### src/rtl/uart_pkg.sv
// Shared definitions for the UART transmit path and a future receiver.
// Holds the parity selectors, the transmitter state encoding and the baud divisor helper.
package uart_pkg;

  localparam int PAR_NONE = 0;
  localparam int PAR_EVEN = 1;
  localparam int PAR_ODD  = 2;

  typedef enum logic [2:0] {
    ST_IDLE   = 3'd0,
    ST_START  = 3'd1,
    ST_DATA   = 3'd2,
    ST_PARITY = 3'd3,
    ST_STOP   = 3'd4
  } tx_state_t;

  function automatic int baud_div(input int clk_freq, input int baud);
    return clk_freq / baud;
  endfunction

endpackage

### src/rtl/baud_tick.sv
// Bit-period timer: reloadable down-counter whose terminal count marks the end of a bit.
// A restart reloads the full period so the next tick lands exactly DIV cycles later.
module baud_tick
  import uart_pkg::*;
#(
  parameter int CLK_FREQ = 100_000_000,
  parameter int BAUD     = 115200
) (
  input  logic clk,
  input  logic rst,
  input  logic restart,
  output logic tick
);

  localparam int DIV = baud_div(CLK_FREQ, BAUD);
  localparam int CW  = $clog2(DIV);

  logic [CW-1:0] cnt;

  always_ff @(posedge clk) begin
    if (rst)
      cnt <= '0;
    else if (restart || cnt == '0)
      cnt <= CW'(DIV - 1);
    else
      cnt <= cnt - 1'b1;
  end

  // Depends only on the counter, so the FSM may derive restart from it without a loop.
  assign tick = (cnt == '0);

endmodule

### src/rtl/uart_tx_fifo.sv
// Buffered UART transmitter: small write FIFO feeding a start/data/parity/stop framer.
//   state     | meaning
//   ST_IDLE   | line high, waiting for a FIFO entry
//   ST_START  | driving the start bit (low)
//   ST_DATA   | shifting payload out LSB first
//   ST_PARITY | driving the parity bit (skipped when PAR_NONE)
//   ST_STOP   | driving STOP_BITS high periods, then pop next or go idle
module uart_tx_fifo
  import uart_pkg::*;
#(
  parameter int CLK_FREQ   = 100_000_000,
  parameter int BAUD       = 115200,
  parameter int DATA_BITS  = 8,
  parameter int PARITY     = PAR_ODD,
  parameter int STOP_BITS  = 1,
  parameter int FIFO_DEPTH = 4
) (
  input  logic                 clk,
  input  logic                 rst,
  input  logic [DATA_BITS-1:0] data,
  input  logic                 tx_enable,
  output logic                 tx_out,
  output logic                 tx_ready,
  output logic                 tx_busy,
  output logic                 overflow
);

  localparam int AW  = $clog2(FIFO_DEPTH);
  localparam int BCW = $clog2(DATA_BITS);

  logic [DATA_BITS-1:0] mem [FIFO_DEPTH];
  logic [AW:0]          wr_ptr, rd_ptr;
  logic                 full, empty, push, pop;
  logic [DATA_BITS-1:0] head;

  tx_state_t            state;
  logic [DATA_BITS-1:0] shifter;
  logic [BCW-1:0]       bit_cnt;
  logic                 stop_cnt;
  logic                 par_bit;
  logic                 tick;

  function automatic logic parity_of(input logic [DATA_BITS-1:0] d);
    return (PARITY == PAR_ODD) ? ~^d : ^d;
  endfunction

  assign empty = (wr_ptr == rd_ptr);
  assign full  = (wr_ptr[AW] != rd_ptr[AW]) && (wr_ptr[AW-1:0] == rd_ptr[AW-1:0]);
  assign head  = mem[rd_ptr[AW-1:0]];
  // Full is judged before any same-edge pop, so a write at full is always dropped.
  assign push  = tx_enable && !full;
  assign pop   = !empty && ((state == ST_IDLE) ||
                            (state == ST_STOP && tick && stop_cnt == 1'b0));

  assign tx_ready = !full;
  assign tx_busy  = (state != ST_IDLE) || !empty;

  baud_tick #(
    .CLK_FREQ (CLK_FREQ),
    .BAUD     (BAUD)
  ) u_baud_tick (
    .clk     (clk),
    .rst     (rst),
    .restart (pop),
    .tick    (tick)
  );

  always_ff @(posedge clk) begin
    if (rst) begin
      wr_ptr   <= '0;
      rd_ptr   <= '0;
      overflow <= 1'b0;
    end else begin
      if (push) begin
        mem[wr_ptr[AW-1:0]] <= data;
        wr_ptr              <= wr_ptr + 1'b1;
      end
      if (pop)
        rd_ptr <= rd_ptr + 1'b1;
      overflow <= tx_enable && full;
    end
  end

  always_ff @(posedge clk) begin
    if (rst) begin
      state    <= ST_IDLE;
      tx_out   <= 1'b1;
      shifter  <= '0;
      bit_cnt  <= '0;
      stop_cnt <= 1'b0;
      par_bit  <= 1'b0;
    end else if (pop) begin
      state   <= ST_START;
      tx_out  <= 1'b0;
      shifter <= head;
      par_bit <= parity_of(head);
    end else if (tick) begin
      case (state)
        ST_START: begin
          state   <= ST_DATA;
          tx_out  <= shifter[0];
          shifter <= shifter >> 1;
          bit_cnt <= BCW'(DATA_BITS - 1);
        end
        ST_DATA: begin
          if (bit_cnt == '0) begin
            if (PARITY != PAR_NONE) begin
              state  <= ST_PARITY;
              tx_out <= par_bit;
            end else begin
              state    <= ST_STOP;
              tx_out   <= 1'b1;
              stop_cnt <= (STOP_BITS == 2);
            end
          end else begin
            tx_out  <= shifter[0];
            shifter <= shifter >> 1;
            bit_cnt <= bit_cnt - 1'b1;
          end
        end
        ST_PARITY: begin
          state    <= ST_STOP;
          tx_out   <= 1'b1;
          stop_cnt <= (STOP_BITS == 2);
        end
        ST_STOP: begin
          // A non-empty FIFO at the last stop tick is handled by the pop branch above.
          if (stop_cnt == 1'b0) begin
            state  <= ST_IDLE;
            tx_out <= 1'b1;
          end else begin
            stop_cnt <= 1'b0;
          end
        end
        default: begin
          state  <= ST_IDLE;
          tx_out <= 1'b1;
        end
      endcase
    end
  end

endmodule

### config.mk
export PLATFORM = sky130hd
export DESIGN_NAME = uart_tx_fifo
export DESIGN_NICKNAME = d
export VERILOG_FILES = /design/src/rtl/uart_pkg.sv /design/src/rtl/baud_tick.sv /design/src/rtl/uart_tx_fifo.sv
export SDC_FILE = /design/constraint.sdc
export NUM_CORES = 1
export LEC_CHECK = 0
export ABC_CLOCK_PERIOD_IN_PS = 2800
export BUFFER_PORTS_ARGS = -buffer_cell sky130_fd_sc_hd__buf_2
export CORE_AREA = 5 5 73 101
export CTS_CLUSTER_SIZE = 10
export DETAILED_ROUTE_END_ITERATION = 16
export DIE_AREA = 0 0 78 106
export HOLD_SLACK_MARGIN = 0.02
export SYNTH_ARGS = -nofsm -noshare
export SYNTH_HDL_FRONTEND = slang
export SYNTH_SLANG_ARGS = --single-unit
### constraint.sdc
create_clock -name clk -period 2.8 [get_ports clk]
set_input_delay 0.14 -clock clk [delete_from_list [all_inputs] [get_ports clk]]
set_output_delay 0.14 -clock clk [all_outputs]
set_load 0.1 [all_outputs]
# == Yosys cells after proc, flatten, opt, wreduce, memory -nomap -nowiden ==
# Memory sizes are Yosys's and may differ from the RTL's. A register that Yosys moved wholly into a read port is not among the register bits.
# Index checks and enable logic that the tools add are counted.
# W data, S select, Z words.
# word_totals
reg_bits,33
latchBits,0
mem_bits_rw,32
mem_bits_ro,0
inputBits,11
output_inout_bits,4
elab_cells,72
mem_count,1
# op_classes
add_sub_neg,4
multipliers,0
div_mod_pow,0
order_cmp,0
n_eq_ne,11
shift,0
mux,20
bitwise_logic,1
n_reduce_logical,24
# mem_list
name,words,word_bits,rd,rd_ports_with_merged_regs,write_ports,line_no,text
mem,4,8,1,1,1,uart_tx_fifo.sv:31,logic [DATA_BITS-1:0] mem [FIFO_DEPTH];
# ops
cell,n
$mux W8,3
$pmux W8 S2,1
$logic_not A10 Y1,1
$mux W10,1
$sub A10 B1 Y10 const B,1
$pmux W3 S3,1
$mux W1,8
$reduce_xnor A8 Y1,1
$add A3 B1 Y3 const B,2
$eq A3 B2 Y1 const B,2
$logic_not A3 Y1,2
$mux W3,2
$ne A3 B2 Y1 const B,2
$pmux W3 S2,1
$reduce_bool A3 Y1,2
$logic_and A1 B1 Y1,5
$mux W2,2
$ne A2 B2 Y1 const B,2
$reduce_and A2 Y1,2
$reduce_and A4 Y1,1
$reduce_bool A2 Y1,2
$reduce_or A2 Y1,2
$eq A3 B1 Y1 const B,1
$eq A3 B3 Y1,1
9 further kinds,12

# == Depth between registers and ports, before layout ==
# depth
depth_word,7
ltp_mapped,8
mapped_depth_nobuf,7

# == Modules after synthesis ==
# A second synthesis with hierarchy kept.
# unflattened
hier_cells,241
hier_area_um2,2887.8
# by_module_without_submodules
module,n_inst,cells_per_inst,area_each_um2,seq_area_each_um2
uart_tx_fifo,1,184,2402.3,1461.4
baud_tick,1,57,485.5,200.2

# == Worst setup path after synthesis ==
# Ideal clock, no wire load.
# synth_path
path_type,register -> register
start,register wr_ptr[1]
end,memory mem[0][0] (enable)
setup_ns,0.277
arrival_ns,2.226
required_time_ns,2.523
setup_slack_ns,0.297
path_stages_with_launch,5
path_buffers,0
synth_period_minus_slack_ns,2.503
cell_sequence,dfxtp_1 > xnor2_1 > nand3b_1 > and3b_1 > and2_1
# synth_between
elab_chain_cells,7
# synth_lines
item,line_no,text
from (decl),uart_tx_fifo.sv:32,"logic [AW:0] wr_ptr, rd_ptr;"
from (signal assigned),uart_tx_fifo.sv:76,wr_ptr <= wr_ptr + 1'b1;
$eq A2 B2 Y1,uart_tx_fifo.sv:48,assign full = (wr_ptr[AW] != rd_ptr[AW]) && (wr_ptr[AW-1:0] == rd_ptr[AW-1:0]);
$logic_and A1 B1 Y1,uart_tx_fifo.sv:48,
$logic_not A1 Y1,n/a,
via tx_ready,uart_tx_fifo.sv:23,"output logic tx_ready,"
$logic_and A1 B1 Y1,uart_tx_fifo.sv:51,assign push = tx_enable && !full;
$mux W1,uart_tx_fifo.sv:74,if (push) begin
$mux W1,uart_tx_fifo.sv:69,if (rst) begin
$mux W1 (not written as such),uart_tx_fifo.sv:75,mem[wr_ptr[AW-1:0]] <= data;
to (decl),uart_tx_fifo.sv:31,
# The timed path passes the listed nets, and every way through them passes these cells.

# == Final worst setup path ==
# layout_path
start,register u_baud_tick.cnt[0]
end,register par_bit
# layout_between
elab_chain_cells,4
# layout_lines
item,line_no,text
from (decl),baud_tick.sv:18,logic [CW-1:0] cnt;
from (signal assigned),baud_tick.sv:24,cnt <= CW'(DIV - 1);
from (signal assigned),baud_tick.sv:26,cnt <= cnt - 1'b1;
$logic_not A10 Y1,baud_tick.sv:30,assign tick = (cnt == '0);
$logic_and A1 B1 Y1,uart_tx_fifo.sv:53,(state == ST_STOP && tick && stop_cnt == 1'b0));
$logic_or A1 B1 Y1,uart_tx_fifo.sv:52,assign pop = !empty && ((state == ST_IDLE) ||
$logic_and A1 B1 Y1,uart_tx_fifo.sv:52,
to (signal assigned),uart_tx_fifo.sv:96,par_bit <= parity_of(head);
to (decl),uart_tx_fifo.sv:40,logic par_bit;
# Every way passes these cells.
# A chain may end at the register's enable or synchronous reset.

==> results.cfg <==
[global_route]
grt_pass1_wl_um = 8200
grt_usage_pct = 12.6
overflow = 0
antenna_found_initial = 0
grt_max_degree = 36
grt_pass1_vias = 1730

[timing]
holdWs_ns = 0.102
fmax_mhz = 448
slew_headroom_pct = 55.3
setup_viol = 0
worst_pin_slew_ns = 0.671
post-route-period-util_pct = 79.7
skew_ns = 0.00984
rsz0062_at_grt = no
tns_ns = 0
hold_viol_final = 0
drv_slew = 0
period_minus_slack_ns = 2.23

[power_and_ir_drop]
seqPwrFrac_pct = 39.5
powerDensity_mw_per_mm2 = 1030
power.net_switching_uw = 1150
switching_share_pct = 33.9
p_int_uw = 2250
ir_worst_vdd_uv = 650
clkPwrFrac_pct = 28.0
power_leakage_uw = 0.00117
power.share.combinational_pct = 32.5

[detailed_routing]
dr_total_vias = 1761
wl_um = 4800
ant_nets = 0
drt_pass1_iterations = 4
initialDrtViolationCount = 127
drcViolationCount = 0
vias_per_cell = 5.30
post_drt_wl_per_cell_um = 14.5

[yosys]
synthCells = 229
synth.distinct_cells = 41
yosys_most_used_dff = dfxtp_1
postSynthAreaPerCell_um2 = 12.5
synth-seq-cells = 67
synth_edf_count = 32
ys_warn_count = 0
async_flop_share_pct = 0
ys_seq_area_share_pct = 57.9
synth_nets = 248
syn_area_mm2 = 0.00287

[worst_setup_path]
critPathLaunchType = register
path_depth = 7
ff2ff_setup_slack_ns = 0.57
cpPeakStageDelay_ns = 0.53
cp-endpoint = par_bit
reg2reg_depth = 7
reg2reg_to = par_bit
r2r_start = u_baud_tick.cnt[0]
cpLargestDelayFamily = simple AND/OR/NAND/NOR gates
worst-path-buf-inv = 1
slowest_stage = or4b_4
worstPathRequired_ns = 3.00
path_class = register to register
worstPathCellList = inv_1 -> ha_1 -> or4b_4 -> o31ai_2 -> nand2_1 -> nand3b_1 -> o31ai_2
critPathArrivalTime_ns = 2.43
crit_fanout = 12
worstSetupStartpoint = u_baud_tick.cnt[0]
cp_common_cell = o31ai_2
cp-end-kind = register

[clock_tree]
clockBufferDepth = 2
path_clk_slew_ns = 0.08
htree_num_levels = 3
cts_root_buf = clkbuf_8
postCtsSetupBuffers = 0
clk_latency_ns = 0.33
cts_repair_resize_count = 0
cts.sinks = 67
cts_buffers = 9
cts_tree = done

[place]
place.gp.congestion = 0.758
dp_hpwl_um = 3340
port_buffers = 14
place_inst = 308

[cells_and_area]
area_growth_pct = 15.1
nFillCells = 561
register_area_mm2 = 0.00166
post_route_cells_drive_above_1_share_pct = 19.4
instances_no_fill = 332
diodes = 0
fin_nets = 272
multi_input_comb_area_mm2 = 0.00112
utilization_pct = 51.3

[die]
rows = 35
coreArea_mm2 = 0.00644
ioPinCount = 15
start_util_pct = 44.6
fp.dieW_um = 78
die_h_um = 106
die_area_mm2 = 0.00827

[outcome]
outcome = complete, no violations

[min_path]
hp-class = input pin to register

[flow_run]
drv_cap = 0
layer usage:
layer  global-route usage (%)  share of wire [%]  routed length [µm]
met2                     20.5                 50                2420
met3                     4.07                4.2                 202
met4                     4.71                1.6                  78
met1                     15.4                 44                2100
met5                        0                  0                   0
what timing repair did:
item / CTS / global route
hold buffers: 8 / 0
endpoints found under the hold margin: 32 / 0
setup endpoints to repair: 0 / 0
cell type report:
type                    instances  share of cell area [%]
multi-input cells             143                    33.9
repair buffers                 23                    4.77
clock inverters                 7                    3.52
inverters                       9                    1.02
clock buffers                   9                    3.75
well taps                      74                    2.80
flip-flops and latches         67                    50.3
state kept, by name (all words and copies together), names as in the netlist, named ones only:
| name | flops |
|---|---|
| tx_out | 1 |
| par_bit | 1 |
| bit_cnt | 3 |
| u_baud_tick.cnt | 10 |
| state | 3 |
| rd_ptr | 3 |
| wr_ptr | 3 |
| overflow | 1 |
| shifter | 8 |
| mem | 32 |
power by group through the flow:
stage	clock (µW)	combinational, µW	sequential (µW)
finish	952	1100	1350
global route	1020	1220	1370
CTS	974	1120	1350
detailed placement	0	1100	1370
global placement	0	1100	1370
floorplan	0	948	1350
stage by stage:
step,area (µm²),setup WS (ns),power (µW)
2_1_floorplan,2870,0.297,2300
3_3_place_gp,2980,0.629,2470
3_5_place_dp,2980,0.592,2470
4_1_cts,3300,0.565,3440
5_1_grt,3300,0.396,3610
6_report,3300,0.567,3400
worst min path at each step:
| stage | slack (ns) | end | depth (start not counted) | startpoint |
|---|---|---|---|---|
| final | 0.10 | overflow | 2 | tx_enable |
| after global routing | 0.10 | overflow | 2 | tx_enable |
| after CTS | 0.08 | overflow | 2 | tx_enable |
| after detailed placement | 0.36 | mem[0][3] | 1 | data[3] |
| after global placement | 0.35 | mem[2][0] | 1 | data[0] |
| after floorplan | 0.24 | mem[0][0] | 0 | data[0] |
Yosys cell counts (2+ instances only):
master | n | area [µm²]
edfxtp_1 | 32 | 961
inv_1 | 9 | 33.8
nand2_1 | 8 | 30.0
and2_1 | 5 | 31.3
mux4_2 | 8 | 180
a22oi_1 | 7 | 52.6
or3_1 | 4 | 25.0
nand3_1 | 12 | 60.1
a21oi_1 | 22 | 110
a311oi_1 | 3 | 26.3
ha_1 | 8 | 100
nand3b_1 | 3 | 22.5
clkbuf_1 | 4 | 15.0
buf_2 | 3 | 15.0
nor2_1 | 18 | 67.6
o31ai_2 | 2 | 25.0
buf_6 | 2 | 22.5
xor2_1 | 6 | 52.6
nor3b_1 | 2 | 15.0
dfxtp_1 | 35 | 701
xnor2_1 | 16 | 140
worst reg2reg max path: stages, from the launching register on:
cell,delay [ns]
dfxtp_1,0.32
inv_1,0.06
ha_1,0.20
or4b_4,0.53
o31ai_2,0.35
nand2_1,0.34
nand3b_1,0.22
o31ai_2,0.08
cells in the final DEF (no fill, tap or decap), types with 2 or more instances in the layout:
cell type      netlist  layout
bufinv_16            0       3
a22oi_1              7       7
clkbuf_8             0       9
edfxtp_1            32      32
nand3_1             12      12
xor2_1               6       6
a21oi_1             22      22
nor3b_1              2       2
dfxtp_1             35      35
inv_1                9       9
mux4_2               8       8
ha_1                 8       8
clkinv_2             0       2
and2_1               5       5
nand3b_1             3       3
o31ai_2              2       2
or3_1                4       4
xnor2_1             16      16
nor2_1              18      18
nand2_1              8       8
buf_2                3      14
dlygate4sd3_1        0       8
a311oi_1             3       3
kinds of logic after synthesis:
logic type	Yosys count	share of synthesized area (%)
simple gates	65	12.9
buf+inv	19	3.14
mux	9	6.63
flops	67	57.9
fa+ha+maj	8	3.49
xor+xnor	22	6.71
compound gates	39	9.24
No activity file was read; power rests on OpenSTA's default activity.
